$ cat src/rtl/pgm_arbiter.sv
// Program-memory write arbiter between a JTAG loader (A) and a serial loader (B) for the j1 CPU.
// Optional session checksum is enabled by defining PGM_ARBITER_CHECKSUM_EN.
module pgm_arbiter #(
  parameter int unsigned HOLD_CYCLES = 16
) (
  input  logic        clk,
  input  logic        reset_n,
  input  logic        a_req,
  input  logic [15:0] a_addr,
  input  logic [15:0] a_data,
  input  logic        a_we,
  input  logic        b_req,
  input  logic [15:0] b_addr,
  input  logic [15:0] b_data,
  input  logic        b_we,
  output logic        a_gnt,
  output logic        b_gnt,
  output logic [15:0] pgm_addr,
  output logic [15:0] pgm_data,
  output logic        pgm_we,
  output logic        cpu_reset,
  output logic        drop_err,
  output logic [15:0] checksum
);

  // state    | meaning
  // IDLE     | no session, CPU running
  // OWN_A    | loader A owns the program write port
  // OWN_B    | loader B owns the program write port
  // HOLD     | session ended, CPU still held in reset while counter runs
  localparam logic [1:0] ST_IDLE  = 2'd0;
  localparam logic [1:0] ST_OWN_A = 2'd1;
  localparam logic [1:0] ST_OWN_B = 2'd2;
  localparam logic [1:0] ST_HOLD  = 2'd3;

  localparam logic RR_A = 1'b0;
  localparam logic RR_B = 1'b1;

  localparam logic [15:0] HOLD_INIT = 16'(HOLD_CYCLES - 1);

  logic [1:0]  state_q, state_d, pick;
  logic [15:0] cnt_q, cnt_d;
  logic        rr_q, rr_d;
  logic        a_gnt_q, a_gnt_d, b_gnt_q, b_gnt_d;
  logic        pgm_we_q, pgm_we_d;
  logic [15:0] pgm_addr_q, pgm_addr_d, pgm_data_q, pgm_data_d;
  logic        cpu_reset_q, cpu_reset_d;
  logic        drop_err_q, drop_err_d;
  logic        fwd_a, fwd_b;

  always_comb begin
    // rr_q names the requester served last, so a tie goes to the other one
    pick = ST_IDLE;
    if (a_req && (!b_req || rr_q == RR_B)) pick = ST_OWN_A;
    else if (b_req)                        pick = ST_OWN_B;

    state_d = state_q;
    cnt_d   = cnt_q;
    rr_d    = rr_q;
    case (state_q)
      ST_IDLE: state_d = pick;
      ST_OWN_A: begin
        if (!a_req) begin
          state_d = ST_HOLD;
          rr_d    = RR_A;
          cnt_d   = HOLD_INIT;
        end
      end
      ST_OWN_B: begin
        if (!b_req) begin
          state_d = ST_HOLD;
          rr_d    = RR_B;
          cnt_d   = HOLD_INIT;
        end
      end
      ST_HOLD: begin
        if (a_req || b_req)   state_d = pick;
        else if (cnt_q == '0) state_d = ST_IDLE;
        else                  cnt_d   = cnt_q - 16'd1;
      end
      default: state_d = ST_IDLE;
    endcase
  end

  always_comb begin
    // the owner is decided by the current state, so a write in the grant cycle or in HOLD is dropped
    fwd_a = (state_q == ST_OWN_A) && a_we;
    fwd_b = (state_q == ST_OWN_B) && b_we;
    pgm_we_d   = fwd_a || fwd_b;
    pgm_addr_d = pgm_addr_q;
    pgm_data_d = pgm_data_q;
    if (fwd_a) begin
      pgm_addr_d = a_addr;
      pgm_data_d = a_data;
    end else if (fwd_b) begin
      pgm_addr_d = b_addr;
      pgm_data_d = b_data;
    end
    drop_err_d  = drop_err_q || (a_we && !fwd_a) || (b_we && !fwd_b);
    a_gnt_d     = (state_d == ST_OWN_A);
    b_gnt_d     = (state_d == ST_OWN_B);
    cpu_reset_d = (state_d != ST_IDLE);
  end

  always_ff @(posedge clk) begin
    if (!reset_n) begin
      state_q     <= ST_HOLD;
      cnt_q       <= HOLD_INIT;
      rr_q        <= RR_B;
      a_gnt_q     <= 1'b0;
      b_gnt_q     <= 1'b0;
      pgm_we_q    <= 1'b0;
      pgm_addr_q  <= '0;
      pgm_data_q  <= '0;
      cpu_reset_q <= 1'b1;
      drop_err_q  <= 1'b0;
    end else begin
      state_q     <= state_d;
      cnt_q       <= cnt_d;
      rr_q        <= rr_d;
      a_gnt_q     <= a_gnt_d;
      b_gnt_q     <= b_gnt_d;
      pgm_we_q    <= pgm_we_d;
      pgm_addr_q  <= pgm_addr_d;
      pgm_data_q  <= pgm_data_d;
      cpu_reset_q <= cpu_reset_d;
      drop_err_q  <= drop_err_d;
    end
  end

`ifdef PGM_ARBITER_CHECKSUM_EN
  logic [15:0] checksum_q, checksum_d;
  logic        enter_own;

  always_comb begin
    enter_own  = (state_d == ST_OWN_A && state_q != ST_OWN_A) ||
                 (state_d == ST_OWN_B && state_q != ST_OWN_B);
    checksum_d = checksum_q;
    if (enter_own)     checksum_d = '0;
    else if (pgm_we_q) checksum_d = checksum_q + pgm_data_q;
  end

  always_ff @(posedge clk) begin
    if (!reset_n) checksum_q <= '0;
    else          checksum_q <= checksum_d;
  end

  assign checksum = checksum_q;
`else
  assign checksum = '0;
`endif

  assign a_gnt     = a_gnt_q;
  assign b_gnt     = b_gnt_q;
  assign pgm_we    = pgm_we_q;
  assign pgm_addr  = pgm_addr_q;
  assign pgm_data  = pgm_data_q;
  assign cpu_reset = cpu_reset_q;
  assign drop_err  = drop_err_q;

endmodule

$ cat config.mk
export PLATFORM = sky130hd
export DESIGN_NAME = pgm_arbiter
export DESIGN_NICKNAME = d
export VERILOG_FILES = /design/src/rtl/pgm_arbiter.sv
export SDC_FILE = /design/constraint.sdc
export NUM_CORES = 1
export LEC_CHECK = 0
export ABC_AREA = 1
export ABC_CLOCK_PERIOD_IN_PS = 2850
export CAP_MARGIN = 20
export CORE_ASPECT_RATIO = 0.8
export CORE_MARGIN = 2
export CORE_UTILIZATION = 51
export CTS_CLUSTER_DIAMETER = 150
export DETAILED_ROUTE_END_ITERATION = 8
export DONT_BUFFER_PORTS = 1
export PLACE_DENSITY = 0.65
export SYNTH_ARGS = -nofsm -noshare
export SYNTH_HDL_FRONTEND = slang
export SYNTH_SLANG_ARGS = --single-unit
$ cat constraint.sdc
create_clock -name clk -period 2.85 [get_ports clk]
set_clock_uncertainty 0.15 [all_clocks]
set_input_delay 0.285 -clock clk [delete_from_list [all_inputs] [get_ports clk]]
set_output_delay 0.285 -clock clk [all_outputs]
set_load 0.1 [all_outputs]
==> results.py <==
metrics = {
    "logic_synthesis": {
        "synth_edf_count": 0,
        "synthArstFlopShare": 0,
        "synthFlopType": "dfxtp_1",
        "syn_area_per_cell_sq_um": 6.89,
        "ys_warn_count": 0,
        "ys_ff_latch": 56,
        "synth_area_sq_um": 3010,
        "synth-seq-area-share": 0.372,
        "synthCells": 437,
        "ys_types": 34,
    },
    "finish": {
        "drive_above_1_share": 0.105,
        "diodes": 0,
        "post-route-util": 0.543,
        "layout_commonest_cell": "nand2_1",
        "nets": 513,
        "fin_cells": 519,
        "final_cell_mix": "98 x nand2_1, 95 x nor2_1, 56 x dfxtp_1",
        "area_growth_pct": 5.03,
    },
    "place": {
        "place_congestion": 0.841,
        "hpwlAfterDp_microns": 5090,
        "dp_cells": 506,
        "port_buffers": 0,
    },
    "timing": {
        "hold_violations": 0,
        "setup_viol": 0,
        "rsz0062_at_grt": "false",
        "post-route-period-util": 0.764,
        "layout_min_cycle_time_ns": 2.18,
        "max_slew.worst_pin.slew_ns": 1.00,
        "tns_ns": 0,
        "fmax_mhz": 459,
        "slew_viol_final": 0,
        "slew-limit-headroom": 0.332,
    },
    "floorplan": {
        "pin_count": 123,
        "row_count": 25,
        "die_h_microns": 72.7,
        "coreArea_sq_um": 5820,
        "initial_core_util": 0.517,
        "die_area_sq_um": 6540,
        "die_w_microns": 89.9,
    },
    "power_and_ir_drop": {
        "ir_drop_v": 0.000655,
        "p_per_area_nw_per_um2": 1140,
        "cellLeakagePower_nw": 1.32,
        "finalPower_w": 0.00359,
    },
    "global_route": {
        "grtUsageTotal": 0.201,
        "grt_pass1_vias": 2224,
        "grt_max_degree": 36,
        "overflow": 0,
        "grt_pass1_wl_microns": 10700,
        "antenna_found_initial": 0,
    },
    "worst_setup_path": {
        "cp.required_ns": 2.88,
        "r2r_end": "pgm_data[12]$_SDFFE_PN0P_",
        "rr_worst_depth": 9,
        "path_class": "register to register",
        "cp-end-kind": "register",
        "startpoint_type": "register",
        "rrSetupSlack_ns": 0.67,
        "rr_startpoint": "state_q[1]$_SDFF_PN1_",
        "cp.arrival_ns": 2.21,
        "path_max_fanout": 33,
    },
    "cts": {
        "htreeDepth": 2,
        "ctsRootBufferMaster": "clkbuf_8",
        "numCtsBuffers": 5,
        "cts_setup_buffers": 0,
        "clock_latency_ns": 0.31,
        "cts_hold_buffers": 5,
        "clkSinkCount": 56,
        "clk_path_buf_depth": 2,
        "cts.reportedPaths.clkPinSlew_ns": 0.11,
        "post_cts_resized": 0,
        "cts_tree": "built",
    },
    "detailed_routing": {
        "drcViolationCount": 0,
        "first_pass_iters": 4,
        "vias_per_cell": 5.12,
        "vias": 2657,
        "drt-total-wl_microns": 7010,
        "drtIter0Drc": 188,
        "wl_per_cell_microns": 13.5,
        "antenna_left": 0,
    },
    "worst_hold_path": {
        "hp-start": "a_addr[8]",
        "hp-class": "input port to register",
        "hold_path_depth": 2,
        "whs_endpoint": "pgm_addr[8]$_SDFFE_PN0P_",
    },
    "flow_run": {
        "drv_cap": 0,
    },
    "status": {
        "status": "finished, final reports clean",
    },
}
## flip-flops by register name, indices dropped and copies added, names as in the netlist
register,flops
pgm_addr,16
state_q,2
pgm_we,1
b_gnt,1
pgm_data,16
rr_q,1
a_gnt,1
drop_err,1
cpu_reset,1
cnt_q,16
## layout make-up
cell class	instances	area (sq um)
multi-input combinational	339	1630
clock inverter	3	21.3
clock buffer	5	68.8
timing repair buffer	15	138
fill	600	2660
sequential	56	1120
inverter	20	77.6
tap	81	101
## through the flow
stage                     hold slack (ns)  area (sq um)  setup WS (ns)
after floorplan                     0.301          3070           1.08
after global routing              0.00469          3160          0.426
after CTS                       0.0000796          3160          0.685
after global placement              0.213          3020          0.790
final                             0.00659          3160          0.673
after detailed placement            0.214          3020          0.711
## report_power, final
part           leakage [nW]  switching [W]  internal (W)
Sequential            0.457       0.000850      0.000953
Combinational         0.820       0.000984      0.000364
Clock                0.0445       0.000269      0.000175
## cells in the mapped netlist, types with 4 or more instances
cell | n | area share
a21oi_2 | 9 | 0.026
nor2_1 | 95 | 0.12
inv_1 | 15 | 0.019
a21oi_1 | 35 | 0.058
o21ai_1 | 30 | 0.050
nand3_1 | 9 | 0.015
nand2_1 | 98 | 0.12
nor2_2 | 4 | 0.0083
xor2_1 | 7 | 0.020
ha_1 | 6 | 0.025
buf_2 | 7 | 0.012
clkbuf_1 | 10 | 0.012
buf_4 | 17 | 0.042
nand2_2 | 4 | 0.0083
inv_2 | 4 | 0.0050
dfxtp_1 | 56 | 0.37
## worst max path at each step
stage	start	endpoint	slack (ns)	depth (start not counted)
5_1_grt	state_q[1]$_SDFF_PN1_	pgm_data[2]$_SDFFE_PN0P_	0.43	9
6_report	state_q[1]$_SDFF_PN1_	pgm_data[12]$_SDFFE_PN0P_	0.67	9
4_1_cts	state_q[1]$_SDFF_PN1_	pgm_data[2]$_SDFFE_PN0P_	0.69	9
2_1_floorplan	state_q[0]$_SDFF_PN1_	cnt_q[12]$_SDFFE_PN0P_	1.08	11
3_5_place_dp	state_q[1]$_SDFF_PN1_	pgm_data[2]$_SDFFE_PN0P_	0.71	9
3_3_place_gp	state_q[0]$_SDFF_PN1_	cnt_q[8]$_SDFFE_PN0P_	0.79	7
## kinds of logic (layout without fill, tap and decap cells)
family	after synthesis	after routing	synth area share
buf+inv	57	43	0.103
compound gates	87	87	0.166
fa+ha+maj	6	6	0.0249
xor+xnor	10	10	0.0291
other cells	1	16	0.00125
simple gates	220	220	0.303
flops	56	56	0.372
## routing by layer
metal  up-vias  GRT usage  share of wire  wire length (microns)
li1       1364          -              -                      -
met1      1191      0.283           0.48                   3400
met2        94      0.311           0.44                   3080
met3         8     0.0558          0.069                    482
met4         0     0.0496         0.0073                     51
met5         -          0              0                      0
## critical path, cell delays in order (launching register included)
cell and delay (ns):
dfxtp_1 0.39, inv_1 0.09, ha_1 0.24, nand2_1 0.10, buf_4 0.34, inv_2 0.31
nor2_1 0.17, nor2_1 0.05, o21ai_1 0.09, a21oi_1 0.09
(Power assumes the default switching activity.)
